`src/rtl/ternary_fold_unit_if.sv`:
```
// rtl/ternary_fold_unit_if.sv - trit stream in, folded result out
// Ports (signals):
//   in_valid/in_ready  input beat handshake
//   in0/in1            input trit (2-bit code; 11 illegal)
//   in_last            final beat of packet
//   op                 0 = MAX, 1 = CONSENSUS (first beat only)
//   out_valid/out_ready result handshake
//   out0/out1          result trit
//   out_len            beats accepted in packet (saturating)
//   out_err            illegal trit seen or counter overflowed
// master = producer/consumer side, slave = fold unit side.
interface ternary_fold_unit_if #(
  parameter int CNT_W = 8
) ();
  logic             in_valid;
  logic             in_ready;
  logic             in0;
  logic             in1;
  logic             in_last;
  logic             op;
  logic             out_valid;
  logic             out_ready;
  logic             out0;
  logic             out1;
  logic [CNT_W-1:0] out_len;
  logic             out_err;

  modport master (
    output in_valid, in0, in1, in_last, op, out_ready,
    input  in_ready, out_valid, out0, out1, out_len, out_err
  );

  modport slave (
    input  in_valid, in0, in1, in_last, op, out_ready,
    output in_ready, out_valid, out0, out1, out_len, out_err
  );
endinterface

```
`src/rtl/ternary_fold_unit.sv`:
```
// rtl/ternary_fold_unit.sv - serial MAX/CONSENSUS fold of a trit packet
// Ports:
//   clk  rising-edge clock
//   rst  synchronous active-high reset
//   bus  ternary_fold_unit_if.slave (input trit stream, result output)
// One result per packet is held in HOLD until out_ready; in_ready is
// decoded from state only, so there is no combinational out_ready path.
module ternary_fold_unit #(
  parameter int CNT_W = 8
) (
  input  logic                clk,
  input  logic                rst,
  ternary_fold_unit_if.slave  bus
);

  typedef enum logic [1:0] {
    IDLE  = 2'd0,
    ACCUM = 2'd1,
    HOLD  = 2'd2
  } state_t;

  localparam logic [CNT_W-1:0] LEN_MAX = {CNT_W{1'b1}};
  localparam logic [CNT_W-1:0] LEN_ONE = CNT_W'(1);

  state_t           state_q, state_d;
  logic [1:0]       acc_q, acc_d;
  logic [CNT_W-1:0] len_q, len_d;
  logic             err_q, err_d;
  logic             empty_q, empty_d;  // no legal trit folded yet
  logic             op_q, op_d;

  logic [1:0] trit;
  logic       illegal;

  assign trit    = {bus.in1, bus.in0};
  assign illegal = (trit == 2'b11);

  // Both operands are always legal codes here, so a plain compare is max.
  function automatic logic [1:0] fold(input logic op_sel,
                                      input logic [1:0] a,
                                      input logic [1:0] b);
    if (op_sel)
      return (a == b) ? a : 2'b01;
    else
      return (a > b) ? a : b;
  endfunction

  always_ff @(posedge clk) begin
    if (rst) begin
      state_q <= IDLE;
      acc_q   <= 2'b00;
      len_q   <= '0;
      err_q   <= 1'b0;
      empty_q <= 1'b0;
      op_q    <= 1'b0;
    end else begin
      state_q <= state_d;
      acc_q   <= acc_d;
      len_q   <= len_d;
      err_q   <= err_d;
      empty_q <= empty_d;
      op_q    <= op_d;
    end
  end

  always_comb begin
    state_d = state_q;
    acc_d   = acc_q;
    len_d   = len_q;
    err_d   = err_q;
    empty_d = empty_q;
    op_d    = op_q;
    case (state_q)
      IDLE: begin
        if (bus.in_valid) begin
          op_d    = bus.op;
          len_d   = LEN_ONE;
          err_d   = illegal;
          empty_d = illegal;
          acc_d   = illegal ? 2'b00 : trit;
          state_d = bus.in_last ? HOLD : ACCUM;
        end
      end
      ACCUM: begin
        if (bus.in_valid) begin
          if (len_q == LEN_MAX)
            err_d = 1'b1;
          else
            len_d = len_q + LEN_ONE;
          if (illegal) begin
            err_d = 1'b1;
          end else if (empty_q) begin
            acc_d   = trit;
            empty_d = 1'b0;
          end else begin
            acc_d = fold(op_q, acc_q, trit);
          end
          if (bus.in_last)
            state_d = HOLD;
        end
      end
      HOLD: begin
        if (bus.out_ready)
          state_d = IDLE;
      end
      default: state_d = IDLE;
    endcase
  end

  assign bus.in_ready  = (state_q != HOLD);
  assign bus.out_valid = (state_q == HOLD);
  assign bus.out0      = acc_q[0];
  assign bus.out1      = acc_q[1];
  assign bus.out_len   = len_q;
  assign bus.out_err   = err_q;

endmodule

```
`src/flat_wrapper.sv`:
```
// flat-port wrapper written by rule: the top's interface ports become plain ports
module ternary_fold_unit_flat 
#(
  parameter int CNT_W = 8
)
  (clk, rst, bus_in_valid, bus_in0, bus_in1, bus_in_last, bus_op, bus_out_ready, bus_in_ready, bus_out_valid, bus_out0, bus_out1, bus_out_len, bus_out_err);
  ternary_fold_unit_if #(.CNT_W(CNT_W)) bus_i ();
  input  logic clk;
  input  logic rst;
  input wire logic [$bits(bus_i.in_valid)-1:0] bus_in_valid;
  input wire logic [$bits(bus_i.in0)-1:0] bus_in0;
  input wire logic [$bits(bus_i.in1)-1:0] bus_in1;
  input wire logic [$bits(bus_i.in_last)-1:0] bus_in_last;
  input wire logic [$bits(bus_i.op)-1:0] bus_op;
  input wire logic [$bits(bus_i.out_ready)-1:0] bus_out_ready;
  output wire logic [$bits(bus_i.in_ready)-1:0] bus_in_ready;
  output wire logic [$bits(bus_i.out_valid)-1:0] bus_out_valid;
  output wire logic [$bits(bus_i.out0)-1:0] bus_out0;
  output wire logic [$bits(bus_i.out1)-1:0] bus_out1;
  output wire logic [$bits(bus_i.out_len)-1:0] bus_out_len;
  output wire logic [$bits(bus_i.out_err)-1:0] bus_out_err;
  assign bus_i.in_valid = bus_in_valid;
  assign bus_i.in0 = bus_in0;
  assign bus_i.in1 = bus_in1;
  assign bus_i.in_last = bus_in_last;
  assign bus_i.op = bus_op;
  assign bus_i.out_ready = bus_out_ready;
  assign bus_in_ready = bus_i.in_ready;
  assign bus_out_valid = bus_i.out_valid;
  assign bus_out0 = bus_i.out0;
  assign bus_out1 = bus_i.out1;
  assign bus_out_len = bus_i.out_len;
  assign bus_out_err = bus_i.out_err;
  ternary_fold_unit #(.CNT_W(CNT_W)) u_core (.clk(clk), .rst(rst), .bus(bus_i));
endmodule
```
`config.mk`:
```
export PLATFORM = sky130hd
export DESIGN_NAME = ternary_fold_unit_flat
export DESIGN_NICKNAME = d
export VERILOG_FILES = /design/src/rtl/ternary_fold_unit_if.sv /design/src/rtl/ternary_fold_unit.sv /design/src/flat_wrapper.sv
export SDC_FILE = /design/constraint.sdc
export NUM_CORES = 1
export LEC_CHECK = 0
export ABC_AREA = 1
export ABC_CLOCK_PERIOD_IN_PS = 3050
export CAP_MARGIN = 10
export CORE_MARGIN = 1
export CORE_UTILIZATION = 55
export CTS_BUF_LIST = sky130_fd_sc_hd__clkbuf_8
export DETAILED_ROUTE_END_ITERATION = 16
export GPL_TIMING_DRIVEN = 1
export PLACE_DENSITY = 0.95
export SYNTH_ARGS = -nofsm -noshare
export SYNTH_HDL_FRONTEND = slang
export SYNTH_SLANG_ARGS = --single-unit
```
`constraint.sdc`:
```
create_clock -name clk -period 3.05 [get_ports clk]
set_clock_uncertainty 0.15 [all_clocks]
set_input_delay 0.61 -clock clk [delete_from_list [all_inputs] [get_ports clk]]
set_output_delay 0.61 -clock clk [all_outputs]
set_load 0.1 [all_outputs]
```
# After elaboration in Yosys (flattened, before gate mapping)
# Cells that the tools add are included.
# W data, S select, Z words.
# classes
order_cmp,1
addsub,1
muxes,27
eq_ne,15
reduce_logical,8
# op_table
cell,n
$mux W2,13
$mux W8,3
$pmux W8 S2,1
$reduce_and A4 Y1,4
$ne A2 B2 Y1 const B,7
$add A8 B1 Y8 const B,1
$eq A8 B8 Y1 const B,1
$mux W1,6
$pmux W2 S3,1
$reduce_and A6 Y1,1
$eq A2 B2 Y1 const B,2
$ne A4 B2 Y1 const B,1
$ne A4 B3 Y1 const B,1
$pmux W1 S2,2
$pmux W2 S2,1
$ne A3 B1 Y1 const B,1
$eq A2 B1 Y1 const B,1
$eq A2 B2 Y1,1
$gt A2 B2 Y1,1
$logic_not A2 Y1,1
$reduce_and A2 Y1,1
$reduce_bool A2 Y1,1
# totals
reg_bits,15
out_inout_bits,13
input_bits,8

# Depth between registers and ports, before layout
# Gate-level depths: netlist of run 1.
# depth
ltp_word,7
mapped_depth,10
mapped_depth_nobuf,10

# Worst setup path before layout of run 1
# No wires, ideal clock.
# synth_path
path_kind,register -> register
startpoint,register u_core.len_q[0] (netlist: u_core.bus.out_len[0])
endpoint,register u_core.len_q[3] (netlist: u_core.bus.out_len[3])
required_time_ns,2.830
path_stages_with_launch,8
path_slack_ns,0.791
arrival_ns,2.039
path_buffers,0
period_less_slack_ns,2.259
setup_time_ns,0.070
cell_sequence,dfxtp_1 ha_1 nand2_1 nor2_2 nand2_2 nand2_4 nand2_1 a21oi_1
# synth_between
elab_chain_len,4
# synth_rtl
item,line,source
start: declaration,ternary_fold_unit.sv:27,"logic [CNT_W-1:0] len_q, len_d;"
start signal: assignment,ternary_fold_unit.sv:59,len_q <= len_d;
$add A8 B1 Y8,ternary_fold_unit.sv:89,len_d = len_q + LEN_ONE;
$mux W8,ternary_fold_unit.sv:86,if (len_q == LEN_MAX)
$mux W8,ternary_fold_unit.sv:85,if (bus.in_valid) begin
$pmux W8 S2,ternary_fold_unit.sv:73,case (state_q)
# Several ways; a longest one is shown, not always the timed one. The select of a mux whose other input is x is not followed.
# A chain may end at the register's enable or synchronous reset.

# Final worst setup path of run 1
# layout_path
startpoint,input port bus_in_valid
endpoint,register u_core.len_q[4] (netlist: u_core.bus.out_len[4])
# layout_between
elab_chain_len,2
# layout_rtl
item,line,source
start: declaration,flat_wrapper.sv:10,input wire logic [$bits(bus_i.in_valid)-1:0] bus_in_valid;
$ne A2 B2 Y1 (no line),-,
$reduce_and A4 Y1 (no line) *,-,
# Mark *: on every way between the ends. The rest lies on a longest branch, timed or not.

==> impl_metrics.ini, run 1 <==
[status]
status = completed

[grt]
met3_usage = 0.0917
grt_use_met2 = 0.536
top_usage_layer = met2
grt_max_degree = 10
grt_pass1_wl_mm = 4.18
antenna_found_initial = 0
use_met1 = 0.319
globalRoute.totalOverflow = 0
track_usage = 0.294
grt_pass1_vias = 1036

[clock_network]
htreeDepth = 1
root_buffer = clkbuf_8
post_cts_buffers = 0
cts_made_buffers = 3
ctsHoldBuffers = 0
clkSlewWorstSetupHoldPaths_ps = 70
cts_tree = yes
max-clock-path-buffers = 2
cts_resized = 0
cts_sinks = 15
clkLatencyLatePin_ps = 250

[sta]
tns_ps = 0
maxSlewHeadroom = 0.746
worst_pin_slew_ps = 381
min_period_ps = 2160
fmax_mhz = 462
setup_viol = 0
grt_setup_unrepaired = false
drv_slew = 0
hold_viol = 0
fin_crit_sh = 0.709

[drt]
postRouteAntennaNets = 0
wire_per_inst_um = 13.1
dr.pass1.iters = 6
drc = 0
vias = 1063
wirelength_mm = 2.48
drt_iter0_markers = 43
avgViaCountPerCell = 5.62

[pwr]
power_switching_uw = 193
peakVddDrop_uv = 533
pwr-share-comb = 0.280
internal-power_uw = 334
p_seq_frac = 0.406
design_power_total_uw = 528
switching_share = 0.366
power_density_nw_per_um2 = 450
leakagePower_nw = 0.570
p_clk_frac = 0.313

[placed_design]
hpwl_mm = 1.75
io_buffers = 20
place_congestion = 0.874

[synth]
ys_seq_area_frac = 0.320
ys_types = 22
async_reset_ff_frac = 0
synth-edff-count = 0
synth-seq-cells = 15
synthFlopType = dfxtp_1
ys.warnings.count = 0
syn_inst = 149
syn_nets = 160
synth_area_per_cell_sq_um = 6.31
netlist_area_sq_um = 940

[critical_path]
max_stage_delay_ps = 550
crit_slowest_cell = clkdlybuf4s50_1
cp-end-kind = register
worstPathArrival_ps = 2190
path_cells = clkdlybuf4s50_1 > inv_1 > nor2_4 > a21boi_1 > nand2_1 > a21oi_1
required_ps = 3080
cp-start-kind = input port
path_class = in2reg
crit_fanout = 9

[floorplan]
die-width_um = 43.3
die_h_um = 43.3
io_pins = 21
die_area_sq_um = 1880
rows = 14
initial_core_util = 0.603
coreArea_sq_um = 1560

[final_layout]
area_delta_synth_final_pct = 24.8
final_cell_mix = nand2_1, inv_1, nor2_1
fill_cells = 132
diodes = 0
fin_nets = 185
layout_commonest_cell = nand2_1
layout-drive-gt1-share = 0.162

[hold_path]
hold_path_class = reg2reg

[flow_run]
cap_violations = 0
## path summary, 6_finish.rpt
path | from | to | slack, ps | cells after the start
min | u_core.bus.out_err | u_core.bus.out_err | 320 | 2
min reg2reg | u_core.bus.out_err | u_core.bus.out_err | 320 | 2
max reg2reg | u_core.bus.out_len[0] | u_core.bus.out_len[4] | 1360 | 7
max | bus_in_valid | u_core.bus.out_len[4] | 890 | 6
## worst max-delay path, delay by kind of cell
family | cells | cell delay [ps]
buffers and inverters | 2 | 660
and+or+nand+nor | 2 | 350
AOI/OAI and AO/OA | 2 | 570
## state kept, by name, indices dropped and copies added (netlist names)
name                count
u_core.state_q          2
u_core.acc_q            2
u_core.op_q             1
u_core.bus.out_err      1
u_core.empty_q          1
u_core.bus.out_len      8
## through the flow
step	instances	worst slack (ps)	cell area (sq um)	util	hold WS [ps]
floorplan	149	791	940	-	300
global placement	185	828	1130	0.723	314
detailed placement	185	743	1130	0.723	314
CTS	189	951	1170	0.752	324
global route	189	790	1170	0.752	354
finish	189	887	1170	0.752	324
## area by class of cell
cell class	count	area, sq um	area share
multi-input combinational	108	542	0.462
sequential	15	300	0.256
timing repair buffer	20	168	0.143
inverter	26	97.6	0.0832
clock buffer	3	41.3	0.0352
tap	16	20.0	0.0171
clock inverter	1	3.75	0.00320
## cells in the mapped netlist (2+ instances only)
library cell | number | area [sq um]
ha_1 | 3 | 37.5
nor2_4 | 3 | 33.8
inv_1 | 22 | 82.6
dfxtp_1 | 15 | 300
a21oi_1 | 7 | 35.0
nand3_1 | 10 | 50.1
inv_2 | 4 | 15.0
o21ai_0 | 3 | 15.0
nand2_1 | 40 | 150
nor2_1 | 20 | 75.1
nand4_1 | 5 | 31.3
nand2_4 | 2 | 22.5
nand2_2 | 2 | 12.5
nor3_1 | 2 | 10.0
o21ai_1 | 4 | 20.0
## power by group through the flow
stage               clock network, mW  logic [mW]  registers [mW]
global placement                    0       0.140           0.218
global route                    0.174       0.159           0.216
floorplan                           0      0.0725           0.253
detailed placement                  0       0.145           0.219
CTS                             0.162       0.147           0.214
finish                          0.165       0.148           0.214
## layer usage
layer,part of all wire,up-vias
li1,-,518
met1,0.40,486
met2,0.51,49
met3,0.068,10
met4,0.022,0
met5,0,-
## cells by family after synthesis
family / count (synthesis) / share of synthesized area
AOI/OAI and AO/OA: 18 / 0.105
and+or+nand+nor: 87 / 0.431
adders and majority gates: 3 / 0.0400
buffers and inverters: 26 / 0.104
DFF: 15 / 0.320
(Power assumes the default switching activity.)
==> inputs of run 2 (changes only) <==
Settings changed: ABC_CLOCK_PERIOD_IN_PS 3050 to 1900, CORE_UTILIZATION 55 to 46, PLACE_DENSITY 0.95 to 0.88.
Clock period 3.05 ns to 1.9 ns, I/O delays scaled along.
==> run 2 against run 1 <==
Sequential share of layout area decreased by 3.9 points. Critical path depth shrank 3. Non-clock buffer count up 6. Largest power group unchanged. Highest routed layer unchanged. Hold slack better by 21 ps. Final cell count is 7.9% higher. Core utilization grew 4.2 points.
==> impl_metrics.ini, run 2 (synthesis gave the netlist of run 1 again) <==
[status]
status = completed

[floorplan]
die_area_sq_um = 2230
rows = 15
coreArea_sq_um = 1820
initial_core_util = 0.516
die-width_um = 47.2
io_pins = 21
die_h_um = 47.2

[clock_network]
max-clock-path-buffers = 2
ctsHoldBuffers = 0
clkLatencyLatePin_ps = 250
root_buffer = clkbuf_8
cts_sinks = 15
cts_made_buffers = 3
htreeDepth = 1
cts_tree = yes
post_cts_buffers = 0
cts_resized = 0
clkSlewWorstSetupHoldPaths_ps = 60

[sta]
fin_crit_sh = 0.894
drv_slew = 0
maxSlewHeadroom = 0.795
setup_slack_ps = 202
whs_ps = 345
hold_viol = 0
min_period_ps = 1700
grt_setup_unrepaired = false
fmax_mhz = 589
worst_pin_slew_ps = 307
setup_viol = 0

[grt]
antenna_found_initial = 0
track_usage = 0.264
globalRoute.totalOverflow = 0
grt_pass1_vias = 965
grt_pass1_wl_mm = 4.08
grt_max_degree = 9

[drt]
wirelength_mm = 2.52
postRouteAntennaNets = 0
vias = 1056
drt_iter0_markers = 35
drc = 0
avgViaCountPerCell = 5.18
wire_per_inst_um = 12.4
dr.pass1.iters = 4

[final_layout]
final_area_sq_um = 1450
final_cell_mix = nand2_1, inv_1, nor2_1
fill_cells = 112
fin_nets = 191
layout_commonest_cell = nand2_1
area_delta_synth_final_pct = 53.8
diodes = 0
largest_reg_flops = 8
layout-drive-gt1-share = 0.268

[placed_design]
place_congestion = 0.838
hpwl_mm = 1.88
place_ws_ps = -143
io_buffers = 20
dpl_cell_area_sq_um = 1380

[critical_path]
cp-end-kind = primary output
r2r-end = u_core.bus.out_len[3]
cp-endpoint = bus_out_valid
worstPathArrival_ps = 1170
required_ps = 1370
r2r_start = u_core.bus.out_len[0]
crit_fanout = 5
cp-start-kind = register
path_class = reg2out
ff2ff_path_depth = 7
r2r_slack_ps = 250
worstSetupStartpoint = u_core.state_q[1]

[pwr]
power_switching_uw = 318
p_clk_frac = 0.286
design_power_total_uw = 903
switching_share = 0.352
leakagePower_nw = 0.666
peakVddDrop_uv = 530
power_density_nw_per_um2 = 625
pwr-share-comb = 0.326
p_seq_frac = 0.389
internal-power_uw = 585

[hold_path]
hold_start = u_core.op_q
hold-path-cell-count = 2
hold_path_class = reg2reg

[flow_run]
cap_violations = 0
run 2: area by class of cell:
type | count | area [sq um] | area share
Clock buffer | 3 | 41.3 | 0.0286
Clock inverter | 1 | 3.75 | 0.00260
Inverter | 26 | 105 | 0.0727
Multi-Input combinational cell | 108 | 557 | 0.385
Sequential cell | 15 | 314 | 0.217
Tap cell | 25 | 31.3 | 0.0216
Timing Repair Buffer | 26 | 393 | 0.272
run 2: worst min path at each step:
stage / to / slack [ps]
2_1_floorplan: u_core.bus.out_len[1] / 290
3_3_place_gp: u_core.op_q / 310
3_5_place_dp: u_core.op_q / 340
4_1_cts: u_core.op_q / 340
5_1_grt: u_core.op_q / 380
6_report: u_core.op_q / 340
run 2: per-layer routing:
| metal | share of wire | track usage | routed length [um] |
|---|---|---|---|
| met1 | 0.40 | 0.324 | 1010 |
| met2 | 0.52 | 0.450 | 1320 |
| met3 | 0.055 | 0.0385 | 139 |
| met4 | 0.019 | 0.126 | 48 |
| met5 | 0 | 0 | 0 |
run 2: power by group through the flow:
stage	Clock (mW)	Combinational, mW	Sequential [mW]
floorplan	0	0.120	0.408
global placement	0	0.275	0.356
detailed placement	0	0.284	0.357
CTS	0.259	0.288	0.350
global route	0.273	0.311	0.353
finish	0.258	0.294	0.351
run 2: worst max-delay path, stage by stage, from the launching register on:
cell,delay [ps]
dfxtp_2,400
inv_2,100
nor2_4,210
buf_12,200
run 2: stage by stage:
step           TNS (ps)  instances   util
2_1_floorplan         0        149      -
3_3_place_gp       -120        200  0.758
3_5_place_dp       -272        200  0.758
4_1_cts               0        204  0.783
5_1_grt               0        204  0.794
6_report              0        204  0.794
==> inputs of run 3 (changes only) <==
Settings changed: RECOVER_POWER set to 25.
==> run 3 against run 2 <==
Highest routed layer unchanged. Combinational power down 5%. Die area unchanged. Flip-flop and latch count unchanged.
==> impl_metrics.ini, run 3 (synthesis gave the netlist of run 1 again) <==
[critical_path]
r2r_slack_ps = 240
r2r_start = u_core.bus.out_len[0]
cp-end-kind = primary output
cp-start-kind = register
max_stage_delay_ps = 400
required_ps = 1370
crit_fanout = 5
path_class = reg2out
worst-path-buf-inv = 2
crit_slowest_cell = dfxtp_2
cp_top_family = flip-flops
worstSetupStartpoint = u_core.state_q[1]
path_cells = inv_2 > nor2_4 > buf_12
worstPathArrival_ps = 1170

[final_layout]
largest_reg_flops = 8
stdcell_count = 204
multiInputGateArea_sq_um = 557
seq_area_sq_um = 314
layout-drive-gt1-share = 0.268
fin_util = 0.753
fin_nets = 191
fill_cells = 120
final_cell_mix = nand2_1, inv_1, nor2_1
final_area_sq_um = 1370
layout_commonest_cell = nand2_1
diodes = 0
area_delta_synth_final_pct = 45.8

[grt]
track_usage = 0.264
grt_pass1_vias = 965
grt_max_degree = 9
grt_pass1_wl_mm = 4.08
globalRoute.totalOverflow = 0
antenna_found_initial = 0

[drt]
wire_per_inst_um = 12.4
avgViaCountPerCell = 5.21
vias = 1063
drt_iter0_markers = 35
wirelength_mm = 2.52
drc = 0
dr.pass1.iters = 5
postRouteAntennaNets = 0

[hold_path]
hold_start = u_core.op_q
hold_path_class = reg2reg

[placed_design]
io_buffers = 20
place_congestion = 0.838
hpwl_mm = 1.88
place_ws_ps = -143
dp.cells = 200
dpl_cell_area_sq_um = 1380

[status]
status = completed

[flow_run]
cap_violations = 0

[sta]
drv_slew = 0
hold_viol = 0
setup_slack_ps = 204
worst_pin_slew_ps = 552
fmax_mhz = 590
fin_crit_sh = 0.893
maxSlewHeadroom = 0.634
grt_setup_unrepaired = false
min_period_ps = 1700
setup_viol = 0

[pwr]
leakagePower_nw = 0.648
peakVddDrop_uv = 526
design_power_total_uw = 885
power_density_nw_per_um2 = 646
switching_share = 0.356
internal-power_uw = 570
power_switching_uw = 315
p_seq_frac = 0.394
pwr-share-comb = 0.314
p_clk_frac = 0.292

[floorplan]
io_pins = 21
coreArea_sq_um = 1820
die-width_um = 47.2
die_area_sq_um = 2230
die_h_um = 47.2
initial_core_util = 0.516
rows = 15

[clock_network]
post_cts_buffers = 0
clkLatencyLatePin_ps = 250
max-clock-path-buffers = 2
htreeDepth = 1
clkSlewWorstSetupHoldPaths_ps = 60
cts_tree = yes
cts_sinks = 15
cts_made_buffers = 3
root_buffer = clkbuf_8
==> run 3: final timing paths <==
| kind | end | depth (start not counted) |
|---|---|---|
| worst min-delay path | u_core.op_q | 2 |
| worst min register to register | u_core.op_q | 2 |
| worst max register to register | u_core.bus.out_len[3] | 7 |
| worst max-delay path | bus_out_valid | 3 |
==> run 3: metrics by stage <==
stage               hold WS, ps  setup TNS (ps)
floorplan                   292               0
global placement            313            -120
detailed placement          337            -272
CTS                         344               0
global route                360               0
finish                      341               0
==> run 3: power by group through the flow <==
stage / Sequential (mW) / Clock [mW] / Combinational (mW)
floorplan: 0.408 / 0 / 0.120
global placement: 0.356 / 0 / 0.275
detailed placement: 0.357 / 0 / 0.284
CTS: 0.350 / 0.259 / 0.288
global route: 0.351 / 0.273 / 0.295
finish: 0.348 / 0.258 / 0.278
==> run 3: area by class of cell <==
type / count / area share
well taps: 25 / 0.0228
multi-input cells: 108 / 0.406
clock inverters: 1 / 0.00274
repair buffers: 26 / 0.232
inverters: 26 / 0.0767
clock buffers: 3 / 0.0301
flip-flops and latches: 15 / 0.229
==> run 3: timing repair <==
action,in CTS,in global routing
endpoints found under the setup margin,0,2
hold buffers,0,0
resized for setup,0,5
==> run 3: layer usage <==
| metal | global-route usage | wire length, um |
|---|---|---|
| met3 | 0.0385 | 158 |
| met1 | 0.324 | 996 |
| met5 | 0 | 0 |
| met4 | 0.126 | 51 |
| met2 | 0.450 | 1320 |
==> run 3: worst register-to-register path: cells and delay by family, from the launching register on <==
kind	cells	cell delay, ps
AO/OA/AOI/OAI	1	160
adder cells (fa/ha/maj)	1	200
AND/OR/NAND/NOR	5	680
flip-flops	1	390
